<file path="src/rtl/uart_bus_initiator.sv">
`default_nettype none
// ============================================================================
// Module      : uart_bus_initiator
// Description : Streams bytes from a valid/ready producer into the uart
//               peripheral over its ds/rw/ack register bus. For every byte
//               it polls STATUS until the TX-busy bit clears, then writes
//               the byte to DATA. A per-cycle ack timeout aborts a stalled
//               bus cycle and drops the byte.
// Revision    : 1.0 - initial release
// ----------------------------------------------------------------------------
// Ports
//   clk         in   1  system clock, rising edge
//   reset_n     in   1  asynchronous active-low reset
//   in_data     in   8  byte to transmit
//   in_valid    in   1  in_data valid
//   in_ready    out  1  byte accepted on in_valid & in_ready
//   busy        out  1  high from accept until the sequence is finished
//   err         out  1  one-cycle pulse on ack timeout
//   addr        out  8  bus address
//   data_write  out  8  bus write data
//   data_read   in   8  bus read data, valid while ack=1
//   ds          out  1  data strobe (cycle request)
//   rw          out  1  1=read, 0=write
//   ack         in   1  responder acknowledge
// ============================================================================
module uart_bus_initiator #(
  parameter logic [7:0] DATA_ADDR   = 8'h00,
  parameter logic [7:0] STATUS_ADDR = 8'h01,
  parameter int         BUSY_BIT    = 1,
  parameter int         TIMEOUT     = 255
) (
  input  logic       clk,
  input  logic       reset_n,
  input  logic [7:0] in_data,
  input  logic       in_valid,
  output logic       in_ready,
  output logic       busy,
  output logic       err,
  output logic [7:0] addr,
  output logic [7:0] data_write,
  input  logic [7:0] data_read,
  output logic       ds,
  output logic       rw,
  input  logic       ack
);

  localparam logic [7:0] c_TIMEOUT   = 8'(TIMEOUT);
  localparam logic [7:0] c_BUSY_MASK = 8'b1 << BUSY_BIT;

  typedef enum logic [2:0] {
    S_IDLE      = 3'd0,
    S_POLL      = 3'd1,
    S_POLL_GAP  = 3'd2,
    S_WRITE     = 3'd3,
    S_WRITE_GAP = 3'd4
  } state_t;

  state_t     r_state, w_state;
  logic       r_in_ready, w_in_ready;
  logic       r_busy, w_busy;
  logic       r_err, w_err;
  logic [7:0] r_addr, w_addr;
  logic [7:0] r_data_write, w_data_write;
  logic       r_ds, w_ds;
  logic       r_rw, w_rw;
  logic [7:0] r_byte, w_byte;
  logic       r_tx_busy, w_tx_busy;
  logic [7:0] r_cnt, w_cnt;

  logic [7:0] w_cnt_inc;
  logic       w_timeout;
  logic       w_status_busy;

  // The counter holds the number of ds-high cycles already spent without
  // ack; the cycle that would bring it to TIMEOUT is the abort cycle, so ds
  // is high for exactly TIMEOUT cycles. Ack is tested first so an ack on
  // that same cycle still completes the transfer.
  assign w_cnt_inc     = r_cnt + 8'd1;
  assign w_timeout     = (w_cnt_inc == c_TIMEOUT);
  // Only the busy bit matters; the remaining status bits are masked off.
  assign w_status_busy = |(data_read & c_BUSY_MASK);

  always_ff @(posedge clk or negedge reset_n) begin
    if (!reset_n) begin
      r_state      <= S_IDLE;
      r_in_ready   <= 1'b0;
      r_busy       <= 1'b0;
      r_err        <= 1'b0;
      r_addr       <= 8'h00;
      r_data_write <= 8'h00;
      r_ds         <= 1'b0;
      r_rw         <= 1'b1;
      r_byte       <= 8'h00;
      r_tx_busy    <= 1'b0;
      r_cnt        <= 8'h00;
    end else begin
      r_state      <= w_state;
      r_in_ready   <= w_in_ready;
      r_busy       <= w_busy;
      r_err        <= w_err;
      r_addr       <= w_addr;
      r_data_write <= w_data_write;
      r_ds         <= w_ds;
      r_rw         <= w_rw;
      r_byte       <= w_byte;
      r_tx_busy    <= w_tx_busy;
      r_cnt        <= w_cnt;
    end
  end

  always_comb begin
    w_state      = r_state;
    w_in_ready   = r_in_ready;
    w_busy       = r_busy;
    w_err        = 1'b0;
    w_addr       = r_addr;
    w_data_write = r_data_write;
    w_ds         = r_ds;
    w_rw         = r_rw;
    w_byte       = r_byte;
    w_tx_busy    = r_tx_busy;
    w_cnt        = r_cnt;

    case (r_state)
      S_IDLE: begin
        w_in_ready = 1'b1;
        // Accept only once in_ready is visible to the producer.
        if (in_valid && r_in_ready) begin
          w_byte     = in_data;
          w_in_ready = 1'b0;
          w_busy     = 1'b1;
          w_ds       = 1'b1;
          w_rw       = 1'b1;
          w_addr     = STATUS_ADDR;
          w_cnt      = 8'h00;
          w_state    = S_POLL;
        end
      end

      S_POLL: begin
        if (ack) begin
          w_tx_busy = w_status_busy;
          w_ds      = 1'b0;
          w_state   = S_POLL_GAP;
        end else if (w_timeout) begin
          w_ds    = 1'b0;
          w_err   = 1'b1;
          w_state = S_WRITE_GAP;
        end else begin
          w_cnt = w_cnt_inc;
        end
      end

      S_POLL_GAP: begin
        // ds stays low until the responder has released ack.
        if (!ack) begin
          w_ds  = 1'b1;
          w_cnt = 8'h00;
          if (r_tx_busy) begin
            w_rw    = 1'b1;
            w_addr  = STATUS_ADDR;
            w_state = S_POLL;
          end else begin
            w_rw         = 1'b0;
            w_addr       = DATA_ADDR;
            w_data_write = r_byte;
            w_state      = S_WRITE;
          end
        end
      end

      S_WRITE: begin
        if (ack) begin
          w_ds    = 1'b0;
          w_rw    = 1'b1;
          w_state = S_WRITE_GAP;
        end else if (w_timeout) begin
          w_ds    = 1'b0;
          w_rw    = 1'b1;
          w_err   = 1'b1;
          w_state = S_WRITE_GAP;
        end else begin
          w_cnt = w_cnt_inc;
        end
      end

      S_WRITE_GAP: begin
        if (!ack) begin
          w_busy     = 1'b0;
          w_in_ready = 1'b1;
          w_state    = S_IDLE;
        end
      end

      default: begin
        w_state    = S_IDLE;
        w_ds       = 1'b0;
        w_rw       = 1'b1;
        w_busy     = 1'b0;
        w_in_ready = 1'b0;
      end
    endcase
  end

  assign in_ready   = r_in_ready;
  assign busy       = r_busy;
  assign err        = r_err;
  assign addr       = r_addr;
  assign data_write = r_data_write;
  assign ds         = r_ds;
  assign rw         = r_rw;

endmodule
`default_nettype wire

</file>
<file path="config.mk">
export PLATFORM = sky130hd
export DESIGN_NAME = uart_bus_initiator
export DESIGN_NICKNAME = d
export VERILOG_FILES = /design/src/rtl/uart_bus_initiator.sv
export SDC_FILE = /design/constraint.sdc
export NUM_CORES = 1
export LEC_CHECK = 0
export ABC_CLOCK_PERIOD_IN_PS = 6000
export BUFFER_PORTS_ARGS = -buffer_cell sky130_fd_sc_hd__clkbuf_2
export CAP_MARGIN = 5
export CELL_PAD_IN_SITES_DETAIL_PLACEMENT = 0
export CELL_PAD_IN_SITES_GLOBAL_PLACEMENT = 1
export CORE_ASPECT_RATIO = 1.75
export CORE_MARGIN = 1
export CORE_UTILIZATION = 25
export CTS_CLUSTER_SIZE = 30
export DETAILED_ROUTE_END_ITERATION = 7
export PLACE_DENSITY = 0.56
export SETUP_SLACK_MARGIN = 0.3
export SYNTH_ARGS = -nofsm -noshare
export SYNTH_HDL_FRONTEND = slang
export SYNTH_SLANG_ARGS = --single-unit
</file>
<file path="constraint.sdc">
create_clock -name clk -period 6 [get_ports clk]
set_input_delay 0.9 -clock clk [delete_from_list [all_inputs] [get_ports clk]]
set_output_delay 0.9 -clock clk [all_outputs]
set_load 0.02 [all_outputs]
</file>
==> results.sh, run 1 <==
export IMPL_numCtsBuffers=5
export IMPL_yosys_area_share_simple_pct=16.4
export IMPL_ys_async_sr_fraction_pct=100
export IMPL_synth_seq_area_share_pct=49.5
export IMPL_setup_viol=0
export IMPL_hold_buffers=0
export IMPL_dieArea_sq_mm=0.00724
export IMPL_synth_ff_type="dfrtp_1"
export IMPL_cp_top_family="simple AND/OR/NAND/NOR gates"
export IMPL_ys_top_cells_by_area="dfrtp_1 (48%), mux2_2 (11%), buf_4 (3.1%)"
export IMPL_grt_pass1_wl_mm=6.40
export IMPL_rsz0062_at_grt="no"
export IMPL_fmax_mhz=417
export IMPL_routabilityCongestion=0.665
export IMPL_wirelength_mm=3.78
export IMPL_placed_area_sq_mm=0.00188
export IMPL_report_final_slew_viol_count=0
export IMPL_ir_worst_vdd_uv=263
export IMPL_design_area_sq_mm=0.00204
export IMPL_diodes=0
export IMPL_ctsResizeCount=0
export IMPL_max_stage_delay_ps=760
export IMPL_routedWlPerCell_um=14.0
export IMPL_clkPwrFrac_pct=25.5
export IMPL_synth_xor_area_share_pct=0
export IMPL_whs_ps=500
export IMPL_cts_buffer_depth=2
export IMPL_row_count=39
export IMPL_vias_per_cell=4.66
export IMPL_endpoint_kind="flip-flop"
export IMPL_cp_buffers_inverters=1
export IMPL_yosysTopAreaCell="dfrtp_1"
export IMPL_clock_sinks=34
export IMPL_clock_root_buffer="clkbuf_16"
export IMPL_drcViolationCount=0
export IMPL_syn_cell_area_sq_mm=0.00172
export IMPL_crit_type="in2reg"
export IMPL_boundaryPins=41
export IMPL_synth_edff_count=0
export IMPL_slew_headroom_pct=40.9
export IMPL_p_seq_share_pct=41.7
export IMPL_synth_common_cells="dfrtp_1 (33), mux2_2 (17), nand2_1 (14), nor2_1 (9), nand3_1 (8)"
export IMPL_synthToLayoutAreaGrowth_pct=18.5
export IMPL_post_synth_top_count_cell="dfrtp_1"
export IMPL_drive_gt1_share_pct=31.7
export IMPL_tns_ps=0
export IMPL_yosysWarnings=0
export IMPL_die_y_um=112
export IMPL_finalClockSkew_ps=5.98
export IMPL_synth_top_family_by_area="simple AND/OR/NAND/NOR gates"
export IMPL_min_path_type="reg2reg"
export IMPL_tightestPinTransition_ps=885
export IMPL_crit_chain="clkbuf_2, nor4_1, nor2b_1, mux2_2"
export IMPL_synth_fa_ha_area_share_pct=1.45
export IMPL_grt_max_degree=35
export IMPL_port_buffers=26
export IMPL_synth_compound_area_share_pct=13.9
export IMPL_clkTransAtPathRegs_ps=60
export IMPL_fin_crit_sh_pct=40.0
export IMPL_path_max_fanout=12
export IMPL_avgSynthCellArea_sq_um=10.5
export IMPL_fin_nets=210
export IMPL_synth_cell_types=44
export IMPL_period_minus_slack_ps=2400
export IMPL_first_iter_violations=26
export IMPL_r2r_slack_ps=3720
export IMPL_hold_violations=0
export IMPL_grt_ovfl_total=0
export IMPL_p_comb_share_pct=32.8
export IMPL_insertion_delay_ps=280
export IMPL_antenna_found_initial=0
export IMPL_die_w_um=64.7
export IMPL_synthesis_instances=164
export IMPL_ant_nets=0
export IMPL_num_vias=1264
export IMPL_cts_tree="done"
export IMPL_dp_hpwl_mm=2.72
export IMPL_required_ps=6160
export IMPL_postCtsSetupBuffers=0
export IMPL_drtPass1Iterations=4
export IMPL_outcome="complete, no violations"
export IMPL_core_area_sq_mm=0.00659
export IMPL_leakagePower_nw=0.879
export IMPL_yosys_mux_area_fraction_pct=11.7
export IMPL_grt_pass1_vias=1326
export IMPL_synth_top_area_share_pct=48.0
export IMPL_switching_share_pct=37.7
export IMPL_p_sw_mw=0.390
export IMPL_p_int_mw=0.646
export IMPL_crit_path_top_delay_cell="nor2b_1"
export IMPL_maxCapViolCount=0
export IMPL_h_tree_depth=2
export IMPL_arrival_ps=2560
export IMPL_start_kind="input port"
export IMPL_grtUsageTotal_pct=11.4
export IMPL_powerDensity_mw_per_mm2=508
export IMPL_synth_seq_cells=34
export IMPL_start_util_pct=26.1
area by class of cell:
| cell class | count | area [sq um] |
|---|---|---|
| clock buffer | 6 | 139 |
| clock inverter | 2 | 16.3 |
| fill | 716 | 4550 |
| inverter | 7 | 26.3 |
| multi-input combinational | 114 | 773 |
| sequential | 34 | 852 |
| tap | 82 | 103 |
| timing repair buffer | 26 | 130 |
stage by stage:
stage,util (%),instances,power (mW),worst slack (ps)
6_report,31.0,271,1.04,3600
5_1_grt,31.0,271,1.11,3350
4_1_cts,31.0,271,1.06,3530
3_5_place_dp,28.6,263,0.787,3250
3_3_place_gp,28.6,263,0.782,3290
2_1_floorplan,-,170,0.676,4090
worst paths after layout:
path | from | end | cells past startpoint
setup / recovery | ack | data_write[1] | 4
hold reg to reg | r_byte[7] | data_write[7] | 1
setup reg to reg | r_state[0] | data_write[1] | 3
max in group asynchronous | reset_n | r_cnt[0] | 1
min in group asynchronous | reset_n | err | 1
hold / removal | r_byte[7] | data_write[7] | 1
cells by family (layout without fill, tap and decap cells):
family | after synthesis | count (layout)
compound gates | 33 | 33
mux | 18 | 18
other cells | 1 | 7
fa+ha+maj | 2 | 2
flops | 34 | 34
buf+inv | 22 | 41
simple gates | 54 | 54
routing by layer:
metal | vias to the layer above | share of wire [%] | track usage, %
met4 | 0 | 1.5 | 4.59
li1 | 624 | - | -
met2 | 21 | 55 | 20.6
met1 | 613 | 41 | 12.6
met5 | - | 0 | 0
met3 | 6 | 2.7 | 2.25
flip-flops by register name (all words and copies together), names as in the netlist:
signal,cells
rw,1
err,1
busy,1
addr,1
data_write,8
ds,1
r_tx_busy,1
in_ready,1
r_byte,8
r_state,3
r_cnt,8
placed cells by master, fill, tap and decap left out, drive strengths merged, types with 2 or more instances in the layout:
cell type	instances
or3	3
ha	2
nand2b	2
nand2	14
nor2	10
inv	8
o311ai	4
or4	5
a31oi	2
nor2b	2
o21ai	10
clkbuf	32
nand3	8
a21oi	5
dfrtp	33
o211ai	3
a31o	2
mux2	17
nor3	4
nand4	2
conb	7
power by group through the flow:
stage	logic [mW]	registers, mW	clock network [mW]
after floorplan	0.231	0.445	0
after global placement	0.345	0.437	0
after detailed placement	0.348	0.439	0
after CTS	0.348	0.435	0.273
after global routing	0.379	0.451	0.282
final	0.340	0.432	0.265
Power figures use the tool's default switching activity.
==> run 2, diff against run 1 <==
- ABC_CLOCK_PERIOD_IN_PS: 6000 -> 2240
- clock period: 6 -> 2.24 ns (I/O delays scaled with it)
==> results.sh, run 2 (same netlist as run 1, synthesis figures left out) <==
export IMPL_num_vias=1368
export IMPL_layout_commonest_cell="dfrtp_1"
export IMPL_cp_buffers_inverters=1
export IMPL_core_area_sq_mm=0.00659
export IMPL_grtUsageTotal_pct=11.9
export IMPL_die_w_um=64.7
export IMPL_powerDensity_mw_per_mm2=1360
export IMPL_report_final_slew_viol_count=0
export IMPL_setup_viol=0
export IMPL_reg2reg_to="rw"
export IMPL_outcome="complete, no violations"
export IMPL_layout_common_cells="dfrtp_1 (31), clkbuf_2 (26), mux2_2 (17), nand2_1 (14), buf_4 (13)"
export IMPL_placed_area_sq_mm=0.00195
export IMPL_boundaryPins=41
export IMPL_cts_buffer_depth=2
export IMPL_crit_type="reg2reg"
export IMPL_dp_hpwl_mm=2.79
export IMPL_max_stage_delay_ps=520
export IMPL_clock_sinks=34
export IMPL_first_iter_violations=36
export IMPL_dieArea_sq_mm=0.00724
export IMPL_min_path_type="in2async"
export IMPL_start_util_pct=26.1
export IMPL_maxCapViolCount=0
export IMPL_wirelength_mm=4.08
export IMPL_ant_nets=0
export IMPL_required_ps=2460
export IMPL_crit_chain="buf_6, nand4_4, or4_4, o211ai_4, nand4_1, a21o_1, a21oi_2"
export IMPL_cp_top_family="simple AND/OR/NAND/NOR gates"
export IMPL_setup_slack_ps=331
export IMPL_rsz0062_at_grt="yes"
export IMPL_insertion_delay_ps=280
export IMPL_drtPass1Iterations=4
export IMPL_seq_area_sq_um=855
export IMPL_r2r_slack_ps=330
export IMPL_numCtsBuffers=5
export IMPL_drive_gt1_share_pct=41.5
export IMPL_instances_no_fill=287
export IMPL_path_max_fanout=6
export IMPL_clkTransAtPathRegs_ps=50
export IMPL_routedWlPerCell_um=14.2
export IMPL_fmax_mhz=524
export IMPL_finalClockSkew_ps=2.28
export IMPL_vias_per_cell=4.77
export IMPL_row_count=39
export IMPL_period_minus_slack_ps=1910
export IMPL_grt_pass1_wl_mm=6.61
export IMPL_antenna_found_initial=0
export IMPL_port_buffers=26
export IMPL_ff2ff_path_depth=7
export IMPL_h_tree_depth=2
export IMPL_synthToLayoutAreaGrowth_pct=30.7
export IMPL_endpoint_kind="flip-flop"
export IMPL_routabilityCongestion=0.725
export IMPL_dpl_cell_count=272
export IMPL_die_y_um=112
export IMPL_design_area_sq_mm=0.00225
export IMPL_hold_buffers=0
export IMPL_grt_pass1_vias=1368
export IMPL_grt_max_degree=35
export IMPL_fin_nets=226
export IMPL_post_place_ws_ps=258
export IMPL_hold_violations=0
export IMPL_grt_ovfl_total=0
export IMPL_start_kind="flip-flop"
export IMPL_tns_ps=0
export IMPL_r2r_start="r_cnt[1]"
export IMPL_arrival_ps=2130
export IMPL_cts_tree="done"
export IMPL_ir_worst_vdd_uv=831
export IMPL_drcViolationCount=0
export IMPL_leakagePower_nw=0.965
export IMPL_fill_cells=694
export IMPL_diodes=0
export IMPL_fin_crit_sh_pct=85.2
export IMPL_multi_input_area_sq_um=850
export IMPL_clock_root_buffer="clkbuf_16"
export IMPL_crit_path_top_delay_cell="or4_4"
-- run 2: timing repair --
item,in CTS,in global routing
cloned,0,1
buffers inserted,0,6
pin swaps,0,10
endpoints found under the hold margin,0,0
setup endpoints to repair,2,12
resized for setup,2,14
-- run 2: power by group --
group	total (mW)	internal [mW]	switching (mW)
Clock	0.785	0.525	0.261
Sequential	1.13	0.889	0.246
Combinational	1.14	0.529	0.608
-- run 2: area by class of cell --
| type | count | share of cell area, % |
|---|---|---|
| Inverter | 7 | 1.17 |
| Sequential cell | 34 | 38.0 |
| Tap cell | 82 | 4.56 |
| Clock inverter | 2 | 1.67 |
| Clock buffer | 6 | 5.73 |
| Timing Repair Buffer | 41 | 11.1 |
| Multi-Input combinational cell | 115 | 37.8 |
-- run 2: worst register-to-register path, stage by stage (launching register included) --
cell and delay (ps):
dfrtp_1 400, buf_6 150, nand4_4 120, or4_4 520, o211ai_4 110, nand4_1 190, a21o_1 240, a21oi_2 110
-- run 2: per-stage QoR --
stage	hold slack [ps]	total power, mW	util (%)
floorplan	40.4	1.81	-
global placement	411	2.19	29.6
detailed placement	410	2.20	29.6
CTS	111	3.01	32.3
global route	149	3.25	34.2
finish	79.8	3.06	34.2
-- run 2: worst max path at each step --
| stage | start | end | slack (ps) | depth (start not counted) |
|---|---|---|---|---|
| 2_1_floorplan | r_cnt[0] | r_state[1] | 360 | 7 |
| 3_3_place_gp | r_cnt[0] | r_cnt[7] | 270 | 7 |
| 3_5_place_dp | r_cnt[0] | r_cnt[7] | 260 | 7 |
| 4_1_cts | r_cnt[3] | r_cnt[7] | 330 | 6 |
| 5_1_grt | r_cnt[1] | rw | 240 | 7 |
| 6_report | r_cnt[1] | rw | 330 | 7 |
-- run 2: layer usage --
layer	global-route usage, %	up-vias	wire (um)	part of all wire [%]
met5	0	-	0	0
met4	4.89	0	73	1.8
met3	2.77	6	139	3.4
met2	21.5	31	2250	55
met1	12.8	671	1610	39
li1	-	660	-	-
